**src/rtl/u_wb_buf.sv**
```systemverilog
// u_wb_buf: register-file write-back delay buffer.
// Delays each execute result by DEPTH stages before it is written to the
// register file. Provides stall/flush control, an occupancy count and NRD
// combinational forwarding lookup ports that return the youngest in-flight
// value for a source register.
module u_wb_buf #(
  parameter int XLEN  = 32,
  parameter int AW    = 5,
  parameter int DEPTH = 3,
  parameter int NRD   = 2
) (
  input  logic                       clk,
  input  logic                       rstn,
  input  logic                       stall,
  input  logic                       flush,
  input  logic                       in_we,
  input  logic [AW-1:0]              in_a,
  input  logic [XLEN-1:0]            in_d,
  input  logic [NRD*AW-1:0]          lk_a,
  output logic [NRD-1:0]             lk_hit,
  output logic [NRD*XLEN-1:0]        lk_d,
  output logic                       rf_rd_e,
  output logic [AW-1:0]              rf_rd_a,
  output logic [XLEN-1:0]            rf_rd_i,
  output logic [$clog2(DEPTH+1)-1:0] pend_cnt
);

  localparam int CW = $clog2(DEPTH + 1);

  // One delay stage: write enable, destination register, result.
  typedef struct packed {
    logic            we;
    logic [AW-1:0]   a;
    logic [XLEN-1:0] d;
  } entry_t;

  entry_t stg [DEPTH];
  entry_t in_ent;

  // Canonicalise the incoming entry: writes to x0 become empty entries,
  // and empty entries carry all-zero address and data.
  always_comb begin
    in_ent    = '0;
    in_ent.we = in_we & (in_a != '0);
    if (in_ent.we) begin
      in_ent.a = in_a;
      in_ent.d = in_d;
    end
  end

  // Stage pipeline: flush clears, stall holds, otherwise shift by one.
  // NOTE: every stage is reset (not just the valid bits) because the
  // register-file outputs expose address and data, which must read 0.
  always_ff @(posedge clk or negedge rstn) begin
    if (!rstn) begin
      for (int k = 0; k < DEPTH; k++) stg[k] <= '0;
    end else if (flush) begin
      for (int k = 0; k < DEPTH; k++) stg[k] <= '0;
    end else if (!stall) begin
      // NOTE: non-blocking assignments let every stage sample the old value
      // of its neighbour, so the loop order does not matter.
      stg[0] <= in_ent;
      for (int k = 1; k < DEPTH; k++) stg[k] <= stg[k-1];
    end
  end

  // Register-file port: the write is suppressed while stalled so each entry
  // commits exactly once, on its first un-stalled edge in the last stage.
  assign rf_rd_e = stg[DEPTH-1].we & ~stall;
  assign rf_rd_a = stg[DEPTH-1].a;
  assign rf_rd_i = stg[DEPTH-1].d;

  // Forwarding lookup: scan oldest to youngest so the youngest match wins.
  always_comb begin
    // NOTE: defaults before the loops keep this block free of latches.
    lk_hit = '0;
    lk_d   = '0;
    for (int i = 0; i < NRD; i++) begin
      if (lk_a[i*AW +: AW] != '0) begin
        for (int k = DEPTH - 1; k >= 0; k--) begin
          if (stg[k].we && (stg[k].a == lk_a[i*AW +: AW])) begin
            lk_hit[i]            = 1'b1;
            lk_d[i*XLEN +: XLEN] = stg[k].d;
          end
        end
      end
    end
  end

  // Occupancy: number of stages holding a valid write.
  always_comb begin
    pend_cnt = '0;
    for (int k = 0; k < DEPTH; k++) pend_cnt = pend_cnt + CW'(stg[k].we);
  end

endmodule

```
**config.mk**
```make
export PLATFORM = sky130hd
export DESIGN_NAME = u_wb_buf
export DESIGN_NICKNAME = d
export VERILOG_FILES = /design/src/rtl/u_wb_buf.sv
export SDC_FILE = /design/constraint.sdc
export NUM_CORES = 1
export LEC_CHECK = 0
export CORE_ASPECT_RATIO = 0.7
export CORE_MARGIN = 1
export CORE_UTILIZATION = 40
export CTS_BUF_LIST = sky130_fd_sc_hd__clkbuf_4 sky130_fd_sc_hd__clkbuf_8
export DETAILED_ROUTE_END_ITERATION = 8
export MAX_ROUTING_LAYER = met4
export PLACE_DENSITY = 0.63
export SETUP_SLACK_MARGIN = 0.3
export SYNTH_ARGS = -nofsm -noshare
export SYNTH_HDL_FRONTEND = slang
export SYNTH_SLANG_ARGS = --single-unit
```
**constraint.sdc**
```tcl
create_clock -name clk -period 6.68 [get_ports clk]
set_clock_uncertainty 0.15 [all_clocks]
set_input_delay 1.336 -clock clk [delete_from_list [all_inputs] [get_ports clk]]
set_output_delay 1.336 -clock clk [all_outputs]
set_load 0.02 [all_outputs]
```
# ---- Word-level counts from Yosys, hierarchy flattened
# Cells that the tools add are included.
dict set report totals {
  word_cells 49
  mem_bits_rw 0
  regBits 114
  mem_bits_ro 0
  latch_bits 0
  n_memories 0
}
dict set report classes {
  mux 19
  bitwise_logic 3
  reduce_logical 9
  shifts 0
  n_mul 0
  magnitude_cmp 0
  n_div 0
  n_eq_ne 7
  n_addsub 2
}
# op n
set op_table {}
lappend op_table {{32-bit two-way mux} 8}
lappend op_table {{114-bit two-way mux} 2}
lappend op_table {{37-bit two-way mux} 1}
lappend op_table {{5-bit == test} 6}
lappend op_table {{5-bit nonzero test} 3}
lappend op_table {{1-bit two-way mux} 8}
lappend op_table {{1-bit logical AND} 6}
lappend op_table {{1-bit by 1-bit adder with 2-bit output} 1}
lappend op_table {{2-bit by 1-bit adder with 2-bit output} 1}
lappend op_table {{1-bit bitwise AND} 2}
lappend op_table {{2-bit by 1-bit inequality test with 1-bit output, second input constant} 1}
lappend op_table {{1-bit inverter} 1}

# ---- Logic depth before layout (Yosys ltp)
dict set report logic_depth {
  depth_word 6
  mapped_depth 8
}

# ---- Worst setup path before layout
# Ideal clock, no wire load.
dict set report synth_timing {
  path_kind {in2out}
  start {in lk_a[5]}
  end {out lk_d[33]}
  arrival_ps 2748
  path_stages 8
  required_time_ps 5194
  setup_slack_ps 2446
  path_cell_list {buf_2 -> xor2_1 -> nor4_1 -> and3_1 -> buf_6 -> o221ai_4 -> buf_6 -> o2bb2ai_1}
}
dict set report synth_between {
  elab_chain_cells 6
  elab_cells_between_ends 11
  classes_between {eq/ne: 3; mux: 4; reduce/logical: 4}
}
# element line
set synth_rtl {}
lappend synth_rtl {{from (decl)} 19} ;# input logic [NRD*AW-1:0] lk_a,
lappend synth_rtl {{5-bit == test} 81} ;# if (stg[k].we && (stg[k].a == lk_a[i*AW +: AW])) begin
lappend synth_rtl {{1-bit logical AND} 81}
lappend synth_rtl {{32-bit two-way mux (3 in series)} 81}
lappend synth_rtl {{32-bit two-way mux (*)} 79} ;# if (lk_a[i*AW +: AW] != '0) begin
lappend synth_rtl {{to (decl)} 21} ;# output logic [NRD*XLEN-1:0] lk_d,
# Mark *: on every way between the ends. The rest lies on a longest branch, timed or not.

# ---- Final worst setup path
dict set report layout_timing {
  start {in lk_a[5]}
  end {out lk_d[53]}
}
# The elaborated chain is that of the path after synthesis.

==> impl_metrics.env <==
export IMPL_ys_ff_latch=114
export IMPL_die_w_um=157
export IMPL_avgSynthCellArea_um2=11.5
export IMPL_dpl_cell_count=894
export IMPL_gp_congestion=0.909
export IMPL_dieHeight_um=111
export IMPL_synth_area_um2=6750
export IMPL_root_buffer="clkbuf_8"
export IMPL_end_kind="primary output"
export IMPL_fmax_mhz=171
export IMPL_postCtsSetupRepairBufs=0
export IMPL_rsz0062_at_grt="false"
export IMPL_initial_core_util_pct=41.2
export IMPL_viasPerCell=5.34
export IMPL_grt_pass1_wl_um=29500
export IMPL_setup_violations=0
export IMPL_num_nets_final=741
export IMPL_power_density_nw_per_um2=185
export IMPL_max_vdd_ir_drop_uv=110
export IMPL_clkSinkCount=114
export IMPL_async_flop_share_pct=100
export IMPL_syn_inst=586
export IMPL_finalHoldViolCount=0
export IMPL_grt_overflow=0
export IMPL_io_pins=158
export IMPL_finalCritPeriodShare_pct=87.3
export IMPL_hold_buffers=0
export IMPL_crit_type="primary input to primary output"
export IMPL_whs_ns=0.427
export IMPL_synth_area_leaders="dfrtp_1 42%, mux2i_1 21%, o2bb2ai_2 6.7%, nor2_1 4.8%, buf_4 4.4%"
export IMPL_setup_slack_ns=0.846
export IMPL_clock_latency_ns=0.43
export IMPL_grt_max_degree=82
export IMPL_worstPathMaxFanout=33
export IMPL_num_rows=39
export IMPL_synth_distinct_cells=27
export IMPL_dp_hpwl_um=12100
export IMPL_tightest_slew_ns=1.13
export IMPL_clkSlewWorstSetupHoldPaths_ns=0.08
export IMPL_antenna_found_initial=0
export IMPL_drcViolationCount=0
export IMPL_hold_path_class="register to register"
export IMPL_n_fill_cell=1448
export IMPL_wirelength_um=18400
export IMPL_p_leak_nw=3.51
export IMPL_drt_iter0_markers=386
export IMPL_status="completed"
export IMPL_crit_required_ns=5.19
export IMPL_cts_tree="done"
export IMPL_post_cts_resize_count=0
export IMPL_area_growth_syn_to_layout_pct=26.9
export IMPL_pre_cts_ws_ns=0.895
export IMPL_htree_levels=4
export IMPL_power_mw=1.59
export IMPL_num_antenna_cells=0
export IMPL_maxSlewViolCount=0
export IMPL_arrival_ns=4.35
export IMPL_period_minus_slack_ns=5.83
export IMPL_core_region_area_um2=16400
export IMPL_yosysSeqAreaShare_pct=42.3
export IMPL_finalSetupTns_ns=0
export IMPL_yosys_area_top_type="dfrtp_1"
export IMPL_cts_made_buffers=17
export IMPL_final_instance_count_excl_fill=926
export IMPL_track_usage_pct=22.9
export IMPL_grt_pass1_vias=5207
export IMPL_synth_flop_cell="dfrtp_1"
export IMPL_synthesis_nets=639
export IMPL_synth_top_area_share_pct=42.3
export IMPL_critPathLaunchType="primary input"
export IMPL_cts_buffer_depth=2
export IMPL_wl_per_cell_um=19.9
export IMPL_synth_edf_count=0
export IMPL_cap_viol_max_count=0
export IMPL_portBuffers=157
export IMPL_ys_warn_count=0
export IMPL_detail_route_antenna_nets=0
export IMPL_dieArea_um2=17400
export IMPL_drt_pass1_iter_count=5
export IMPL_slew_headroom_pct=24.9
export IMPL_num_vias=4945
export IMPL_drive_gt1_share_pct=12.3
-- path summary, 6_finish.rpt --
| path | cells past startpoint | end | start | slack, ns |
|---|---|---|---|---|
| max in group asynchronous | 2 | stg[67]$_DFFE_PN0P_ | rstn | 4.31 |
| hold reg to reg | 1 | stg[107]$_DFFE_PN0P_ | stg[107]$_DFFE_PN0P_ | 0.43 |
| hold / removal | 1 | stg[107]$_DFFE_PN0P_ | stg[107]$_DFFE_PN0P_ | 0.43 |
| setup reg to reg | 2 | stg[75]$_DFFE_PN0P_ | stg[113]$_DFFE_PN0P_ | 5.69 |
| min in group asynchronous | 1 | rf_rd_i[26]$_DFFE_PN0P_ | rstn | 0.80 |
| setup / recovery | 8 | lk_d[53] | lk_a[5] | 0.85 |
-- cell usage in the layout (no fill, tap or decap), types with 2 or more instances in the layout --
| master | synthesis | final |
|---|---|---|
| o2bb2ai_2 | 30 | 30 |
| and3_1 | 4 | 2 |
| a21oi_1 | 5 | 5 |
| buf_4 | 40 | 12 |
| and3_2 | 0 | 2 |
| xnor2_1 | 6 | 6 |
| mux2i_1 | 140 | 140 |
| o221ai_4 | 2 | 2 |
| a22o_1 | 34 | 34 |
| xor2_1 | 24 | 24 |
| nor4_1 | 5 | 5 |
| dfrtp_1 | 114 | 114 |
| clkbuf_8 | 0 | 19 |
| nor2_4 | 0 | 2 |
| bufinv_16 | 0 | 4 |
| clkdlybuf4s50_1 | 0 | 154 |
| clkinvlp_4 | 0 | 5 |
| o2bb2ai_1 | 34 | 34 |
| nand2_1 | 3 | 3 |
| or4_1 | 3 | 3 |
| nor2_1 | 87 | 87 |
-- layer usage --
| layer | global-route usage (%) | vias up | wire [µm] |
|---|---|---|---|
| met2 | 31.6 | 165 | 7910 |
| met3 | 6.65 | 16 | 1280 |
| met1 | 32.9 | 2470 | 9110 |
| li1 | - | 2294 | - |
| met4 | 4.85 | 0 | 125 |
| met5 | - | - | 0 |
-- cell families after synthesis --
group,Yosys count,synth area share (%)
buffers and inverters,85,8.88
and+or+nand+nor,110,7.17
AOI/OAI and AO/OA,106,16.8
adders and majority gates,1,0.297
xor gates and xnor gates,30,3.89
DFF,114,42.3
muxes,140,20.8
-- stage by stage --
| step | util, % | instance area [µm²] |
|---|---|---|
| 6_report | 52.3 | 8570 |
| 5_1_grt | 52.3 | 8570 |
| 4_1_cts | 52.3 | 8570 |
| 3_5_place_dp | 49.5 | 8120 |
| 3_3_place_gp | 49.5 | 8120 |
| 2_1_floorplan | - | 6750 |
-- synthesized netlist by cell type (4+ instances only) --
cell type and number:
buf_2 14, xnor2_1 6, mux2i_1 140, clkbuf_1 14, o2bb2ai_2 30, a21oi_1 5, buf_4 40, a22o_1 34
xor2_1 24, dfrtp_1 114, nor4_1 5, o2bb2ai_1 34, buf_6 15, and3_1 4, nor2_1 87
-- final cells by class --
| type | count | area, µm² | area share (%) |
|---|---|---|---|
| clock buffer | 20 | 269 | 3.14 |
| sequential | 114 | 2850 | 33.3 |
| clock inverter | 12 | 180 | 2.10 |
| timing repair buffer | 168 | 1660 | 19.3 |
| tap | 225 | 282 | 3.29 |
| multi-input combinational | 387 | 3330 | 38.8 |
-- registers in the layout, indices dropped and copies added (netlist names) --
register / flops
rf_rd_i: 32
rf_rd_a: 5
stg: 77
-- worst max-delay path: stages --
cell and delay [ns]:
clkdlybuf4s50_1 0.57, xor2_1 0.21, nor4_1 0.22, and3_2 0.28, buf_4 0.57, mux2i_1 0.17
o2bb2ai_1 0.30, clkdlybuf4s50_1 0.67
-- report_power, final --
part           switching, mW  leakage, nW  internal (mW)  total [mW]
clock                  0.291        0.211          0.431       0.723
combinational         0.0747         1.73         0.0638       0.139
sequential            0.0211         1.58          0.705       0.726
total                  0.387         3.51           1.20        1.59
(Power assumes the default switching activity.)
